File: src/rtl/matrix_cfg_pkg.sv
// Shared constants, side-select codes and FSM states for the switch-matrix
// configuration loader.
package matrix_cfg_pkg;

   localparam int unsigned NTB    = 5;
   localparam int unsigned NLR    = 4;
   localparam int unsigned SEL_W  = 3;
   localparam int unsigned IDX_W  = 3;
   localparam int unsigned WORD_W = SEL_W + IDX_W;
   localparam int unsigned NWORDS = 2 * NTB + 2 * NLR;
   localparam int unsigned CFG_W  = NWORDS * WORD_W;

   localparam int unsigned BIT_W  = $clog2(WORD_W);
   localparam int unsigned WCNT_W = $clog2(NWORDS);
   localparam int unsigned POS_W  = $clog2(CFG_W);

   localparam int unsigned TOP_BASE    = 0;
   localparam int unsigned BOTTOM_BASE = TOP_BASE + NTB;
   localparam int unsigned LEFT_BASE   = BOTTOM_BASE + NTB;
   localparam int unsigned RIGHT_BASE  = LEFT_BASE + NLR;

   typedef enum logic [SEL_W-1:0] {
      SIDE_NONE   = 3'd0,
      SIDE_TOP    = 3'd1,
      SIDE_RIGHT  = 3'd2,
      SIDE_BOTTOM = 3'd3,
      SIDE_LEFT   = 3'd4
   } side_e;

   // Error code is {parity_fail, field_err}
   localparam logic [1:0] ERR_NONE   = 2'b00;
   localparam logic [1:0] ERR_FIELD  = 2'b01;
   localparam logic [1:0] ERR_PARITY = 2'b10;
   localparam logic [1:0] ERR_BOTH   = 2'b11;

   typedef enum logic [1:0] {
      StIdle,
      StLoad,
      StParity
   } state_e;

   function automatic logic [POS_W-1:0] bit_pos(input logic [WCNT_W-1:0] word_idx,
                                                input logic [BIT_W-1:0]  bit_idx);
      return POS_W'(word_idx) * POS_W'(WORD_W) + POS_W'(bit_idx);
   endfunction

endpackage

File: src/rtl/matrix_cfg_word_check.sv
// Combinational legality check of one routing-select word against the
// top/bottom and left/right wire counts.
module matrix_cfg_word_check
   import matrix_cfg_pkg::*;
(
   input  logic [WORD_W-1:0] i_word,
   output logic              o_legal
);

   logic [SEL_W-1:0] w_sel;
   logic [IDX_W-1:0] w_idx;

   assign w_sel = i_word[SEL_W-1:0];
   assign w_idx = i_word[WORD_W-1:SEL_W];

   always_comb begin
      o_legal = 1'b0;
      case (w_sel)
         SIDE_NONE:              o_legal = 1'b1;
         SIDE_TOP, SIDE_BOTTOM:  o_legal = (int'(w_idx) < int'(NTB));
         SIDE_RIGHT, SIDE_LEFT:  o_legal = (int'(w_idx) < int'(NLR));
         default:                o_legal = 1'b0;
      endcase
   end

endmodule

File: src/rtl/matrix_cfg_loader.sv
// Serial frame loader: assembles 18 select words into a shadow register and
// commits them atomically to the config bus only after field and parity checks.
module matrix_cfg_loader
   import matrix_cfg_pkg::*;
(
   input  logic             i_clk,
   input  logic             i_rst,
   input  logic             i_cfg_start,
   input  logic             i_cfg_valid,
   input  logic             i_cfg_bit,
   output logic             o_cfg_busy,
   output logic             o_cfg_done,
   output logic             o_cfg_err,
   output logic [1:0]       o_cfg_err_code,
   output logic [CFG_W-1:0] o_cfg_out
);

   localparam logic [BIT_W-1:0]  LAST_BIT  = BIT_W'(WORD_W - 1);
   localparam logic [WCNT_W-1:0] LAST_WORD = WCNT_W'(NWORDS - 1);

   state_e              r_state,     w_state_d;
   logic [CFG_W-1:0]    r_shadow,    w_shadow_d;
   logic [CFG_W-1:0]    r_cfg_out,   w_cfg_out_d;
   logic [BIT_W-1:0]    r_bit_cnt,   w_bit_cnt_d;
   logic [WCNT_W-1:0]   r_word_cnt,  w_word_cnt_d;
   logic                r_field_err, w_field_err_d;
   logic                r_parity,    w_parity_d;
   logic                r_done,      w_done_d;
   logic                r_err,       w_err_d;
   logic [1:0]          r_err_code,  w_err_code_d;

   logic [POS_W-1:0]    w_base;
   logic [POS_W-1:0]    w_pos;
   logic [WORD_W-1:0]   w_word;
   logic                w_legal;
   logic [1:0]          w_code;

   assign w_base = bit_pos(r_word_cnt, '0);
   assign w_pos  = bit_pos(r_word_cnt, r_bit_cnt);
   // The word under check includes the bit being accepted this cycle
   assign w_word = {i_cfg_bit, r_shadow[w_base +: WORD_W-1]};
   assign w_code = {r_parity ^ i_cfg_bit, r_field_err};

   matrix_cfg_word_check u_word_check (
      .i_word  (w_word),
      .o_legal (w_legal)
   );

   always_comb begin
      w_state_d     = r_state;
      w_shadow_d    = r_shadow;
      w_cfg_out_d   = r_cfg_out;
      w_bit_cnt_d   = r_bit_cnt;
      w_word_cnt_d  = r_word_cnt;
      w_field_err_d = r_field_err;
      w_parity_d    = r_parity;
      w_done_d      = 1'b0;
      w_err_d       = 1'b0;
      w_err_code_d  = r_err_code;

      if (i_cfg_start) begin
         // Start wins in every state, including over a same-cycle data bit
         w_state_d     = StLoad;
         w_bit_cnt_d   = '0;
         w_word_cnt_d  = '0;
         w_field_err_d = 1'b0;
         w_parity_d    = 1'b0;
      end else if (i_cfg_valid) begin
         case (r_state)
            StLoad: begin
               w_shadow_d[w_pos] = i_cfg_bit;
               w_parity_d        = r_parity ^ i_cfg_bit;
               if (r_bit_cnt == LAST_BIT) begin
                  w_bit_cnt_d   = '0;
                  w_field_err_d = r_field_err | ~w_legal;
                  if (r_word_cnt == LAST_WORD) begin
                     w_state_d = StParity;
                  end else begin
                     w_word_cnt_d = r_word_cnt + 1'b1;
                  end
               end else begin
                  w_bit_cnt_d = r_bit_cnt + 1'b1;
               end
            end
            StParity: begin
               w_state_d    = StIdle;
               w_err_code_d = w_code;
               if (w_code == ERR_NONE) begin
                  w_cfg_out_d = r_shadow;
                  w_done_d    = 1'b1;
               end else begin
                  w_err_d = 1'b1;
               end
            end
            default: ;
         endcase
      end
   end

   always_ff @(posedge i_clk or posedge i_rst) begin
      if (i_rst) begin
         r_state     <= StIdle;
         r_shadow    <= '0;
         r_cfg_out   <= '0;
         r_bit_cnt   <= '0;
         r_word_cnt  <= '0;
         r_field_err <= 1'b0;
         r_parity    <= 1'b0;
         r_done      <= 1'b0;
         r_err       <= 1'b0;
         r_err_code  <= ERR_NONE;
      end else begin
         r_state     <= w_state_d;
         r_shadow    <= w_shadow_d;
         r_cfg_out   <= w_cfg_out_d;
         r_bit_cnt   <= w_bit_cnt_d;
         r_word_cnt  <= w_word_cnt_d;
         r_field_err <= w_field_err_d;
         r_parity    <= w_parity_d;
         r_done      <= w_done_d;
         r_err       <= w_err_d;
         r_err_code  <= w_err_code_d;
      end
   end

   assign o_cfg_busy     = (r_state != StIdle);
   assign o_cfg_done     = r_done;
   assign o_cfg_err      = r_err;
   assign o_cfg_err_code = r_err_code;
   assign o_cfg_out      = r_cfg_out;

endmodule

File: config.mk
export PLATFORM = sky130hd
export DESIGN_NAME = matrix_cfg_loader
export DESIGN_NICKNAME = d
export VERILOG_FILES = /design/src/rtl/matrix_cfg_pkg.sv /design/src/rtl/matrix_cfg_word_check.sv /design/src/rtl/matrix_cfg_loader.sv
export SDC_FILE = /design/constraint.sdc
export NUM_CORES = 1
export LEC_CHECK = 0
export ABC_AREA = 1
export BUFFER_PORTS_ARGS = -buffer_cell sky130_fd_sc_hd__buf_2
export CAP_MARGIN = 10
export CELL_PAD_IN_SITES_DETAIL_PLACEMENT = 0
export CELL_PAD_IN_SITES_GLOBAL_PLACEMENT = 1
export CORE_MARGIN = 3
export CORE_UTILIZATION = 47
export CTS_CLUSTER_DIAMETER = 200
export DETAILED_ROUTE_END_ITERATION = 12
export GPL_TIMING_DRIVEN = 0
export PLACE_DENSITY_LB_ADDON = 0.1
export SYNTH_ARGS = -nofsm -noshare
export SYNTH_HDL_FRONTEND = slang
export SYNTH_HIERARCHICAL = 1
export SYNTH_SLANG_ARGS = --single-unit
File: constraint.sdc
create_clock -name i_clk -period 23.1 [get_ports i_clk]
set_clock_uncertainty 0.15 [all_clocks]
set_input_delay 3.465 -clock i_clk [delete_from_list [all_inputs] [get_ports i_clk]]
set_output_delay 3.465 -clock i_clk [all_outputs]
set_load 0.02 [all_outputs]
==> results.py <==
metrics = {
    "status": {
        "status": "finished clean",
    },
    "power": {
        "p_sw_share_pct": 42.9,
        "p_seq_share_pct": 33.9,
        "power_density_nw_per_um2": 112,
        "internal_power_mw": 0.937,
        "combPwrFrac_pct": 41.8,
        "p_leak_nw": 7.83,
        "clkPwrFrac_pct": 24.2,
        "p_sw_mw": 0.705,
        "vdd.ir_drop.worst_v": 0.0000723,
    },
    "drt": {
        "routed_wl_um": 46200,
        "drc": 0,
        "drt-wirelength-per-cell_um": 20.3,
        "drt_iter0_drc": 1304,
        "vias": 12700,
        "drtPass1Iterations": 5,
        "viasPerCell": 5.59,
        "ant_nets": 0,
    },
    "worst_setup_path": {
        "crit_required_ns": 23.35,
        "crit_type": "input port to flop",
        "worstPathArrival_ns": 5.57,
        "start_kind": "input port",
        "crit_fanout": 11,
        "end_kind": "flop",
    },
    "synth": {
        "yosysWarnings": 6,
        "netlist_instances": 1778,
        "synth_nets": 1793,
        "ys_async_sr_fraction_pct": 100,
        "synth_edf_count": 0,
        "syn_area_per_cell_um2": 7.23,
        "ys_types": 35,
        "syn_area_um2": 12900,
        "synth_seq_area_share_pct": 45.2,
        "ys_seq_elements": 232,
        "synth_ff_type": "dfrtp_1",
    },
    "sta": {
        "hold_ws_ns": 0.323,
        "tns_ns": 0,
        "rsz0062_at_grt": "false",
        "layout_setup_ws_ns": 17.78,
        "min_period_over_period_pct": 23.0,
        "drv_slew": 0,
        "fin_crit_ns": 5.32,
        "slew_headroom_pct": 37.1,
        "hold_viol_final": 0,
        "max_freq_mhz": 188,
        "setup_viol": 0,
        "worstMarginPinSlew_ns": 0.943,
    },
    "cts": {
        "post-cts-setup-buffers": 0,
        "worstSkewPairLatency_ns": 0.54,
        "cts_root_buf": "clkbuf_16",
        "htreeDepth": 1,
        "clockBufferDepth": 3,
        "cts_tree": "built",
        "cts_resized": 0,
        "cts_inserted_buffers": 25,
        "clkTransAtPathRegs_ns": 0.06,
        "cts.sinks": 232,
        "cts.hold.buffers_added": 0,
    },
    "floorplanning": {
        "die-area_um2": 29400,
        "rows": 59,
        "boundaryPins": 118,
        "die_h_um": 171,
        "die_w_um": 171,
        "start_util_pct": 48.5,
        "core_um2": 26500,
    },
    "hold_path": {
        "hold_class": "flop to flop",
    },
    "global_route": {
        "grt_max_degree": 118,
        "grt_overflow": 0,
        "grt_pass1_vias": 11800,
        "grt_pass1_wl_um": 70800,
        "antenna_found_initial": 0,
        "grt.total_usage_pct": 31.5,
    },
    "final_layout": {
        "postLayoutCoreUtil_pct": 55.5,
        "flow.area_growth_from_synthesis_pct": 14.4,
        "final_cell_area_um2": 14700,
        "drive_gt1_share_pct": 13.2,
        "fin_nets": 1938,
    },
    "place": {
        "port_buffers": 117,
        "gp_congestion": 1.00,
        "dp_hpwl_um": 33100,
        "place_area_um2": 13900,
        "pre_cts_ws_ns": 17.25,
    },
    "run": {
        "max_cap_viol_count": 0,
    },
}
-- sequential cells by signal, summed over array words and instances, names as in the netlist --
signal          flops
o_cfg_done          1
o_cfg_err           1
o_cfg_err_code      2
o_cfg_out         108
r_bit_cnt           3
r_field_err         1
r_parity            1
r_shadow          108
r_state             2
r_word_cnt          5
-- critical path: stages --
cell	delay [ns]
buf_2	0.11
buf_2	0.35
xor2_1	0.43
nor3_4	0.13
inv_2	0.12
buf_2	0.44
clkbuf_1	0.36
o21ai_0	0.15
-- placed cells by master, fill, tap and decap left out, types with 2 or more instances in the layout --
master / instances
nand4_1: 119
clkbuf_1: 46
nor2_1: 214
nand3_1: 100
nand2_2: 5
nand2_4: 3
clkbuf_8: 7
buf_2: 165
dfrtp_1: 232
o21ai_1: 39
nand2_1: 387
clkinv_2: 5
nor2_2: 8
o21ai_0: 187
clkbuf_16: 25
buf_4: 14
ha_1: 8
fa_1: 2
inv_2: 8
inv_1: 228
nor2_4: 5
o211ai_1: 14
a21oi_1: 84
buf_1: 16
-- routing by layer --
layer,global-route usage [%],vias up,share of wire (%)
li1,-,6034,-
met1,46.3,6033,45
met2,49.6,561,44
met3,4.23,87,7.8
met4,7.98,0,2.8
met5,0,-,0
-- cell families (layout without fill, tap and decap cells) --
kind of cell               after synthesis  after routing  synth area share, %
other                                    0              1                    0
and+or+nand+nor                        847            847                 29.0
DFF                                    232            232                 45.2
xor gates and xnor gates                 1              1               0.0681
adders and majority gates               10             10                 1.09
buffers and inverters                  358            520                 11.4
AOI/OAI and AO/OA                      330            330                 13.3
-- final cells by class --
class                           count  area, um2
Tap cell                          335        419
Buffer                            121        574
Inverter                          237        897
Sequential cell                   232       5810
Multi-Input combinational cell   1188       5590
Clock buffer                       36        737
Timing Repair Buffer              118        613
Antenna cell                        1       2.50
Fill cell                        2612      11800
Clock inverter                      8       71.3
-- synthesized netlist by cell type, types with 2 or more instances --
| cell | n | area (um2) |
|---|---|---|
| ha_1 | 8 | 100 |
| nand2_1 | 387 | 1450 |
| o21ai_1 | 39 | 195 |
| fa_1 | 2 | 40.0 |
| nand3_1 | 100 | 500 |
| nand4_1 | 119 | 744 |
| nand2_2 | 5 | 31.3 |
| buf_1 | 16 | 60.1 |
| a21oi_1 | 84 | 420 |
| o211ai_1 | 14 | 105 |
| nor2_4 | 5 | 56.3 |
| inv_1 | 229 | 860 |
| buf_2 | 48 | 240 |
| dfrtp_1 | 232 | 5810 |
| nor2_2 | 8 | 50.1 |
| inv_2 | 8 | 30.0 |
| clkbuf_1 | 42 | 158 |
| nor2_1 | 214 | 803 |
| nand2_4 | 3 | 33.8 |
| o21ai_0 | 187 | 936 |
| buf_4 | 14 | 105 |
-- metrics by stage --
stage          std cells  total power, mW
3_3_place_gp        2230             1.23
4_1_cts             2275             1.64
2_1_floorplan       1778            0.991
5_1_grt             2275             1.73
3_5_place_dp        2231             1.24
6_report            2276             1.64
-- power groups by stage --
stage	logic (mW)	clock network, mW	registers, mW
2_1_floorplan	0.318	0	0.673
3_3_place_gp	0.665	0	0.561
3_5_place_dp	0.673	0	0.562
4_1_cts	0.676	0.404	0.557
5_1_grt	0.744	0.420	0.570
6_report	0.687	0.398	0.557
-- path summary, 6_finish.rpt --
kind | from | endpoint | slack (ns) | depth (start not counted)
max in group asynchronous | i_rst | r_shadow[16] | 18.81 | 3
worst min-delay path | o_cfg_err_code[1] | o_cfg_err_code[1] | 0.32 | 2
worst max register to register | r_word_cnt[0] | r_field_err | 18.90 | 18
min in group asynchronous | i_rst | o_cfg_out[78] | 2.91 | 2
worst min register to register | o_cfg_err_code[1] | o_cfg_err_code[1] | 0.32 | 2
worst max-delay path | i_cfg_bit | o_cfg_out[37] | 17.78 | 8
(Power assumes the default switching activity.)
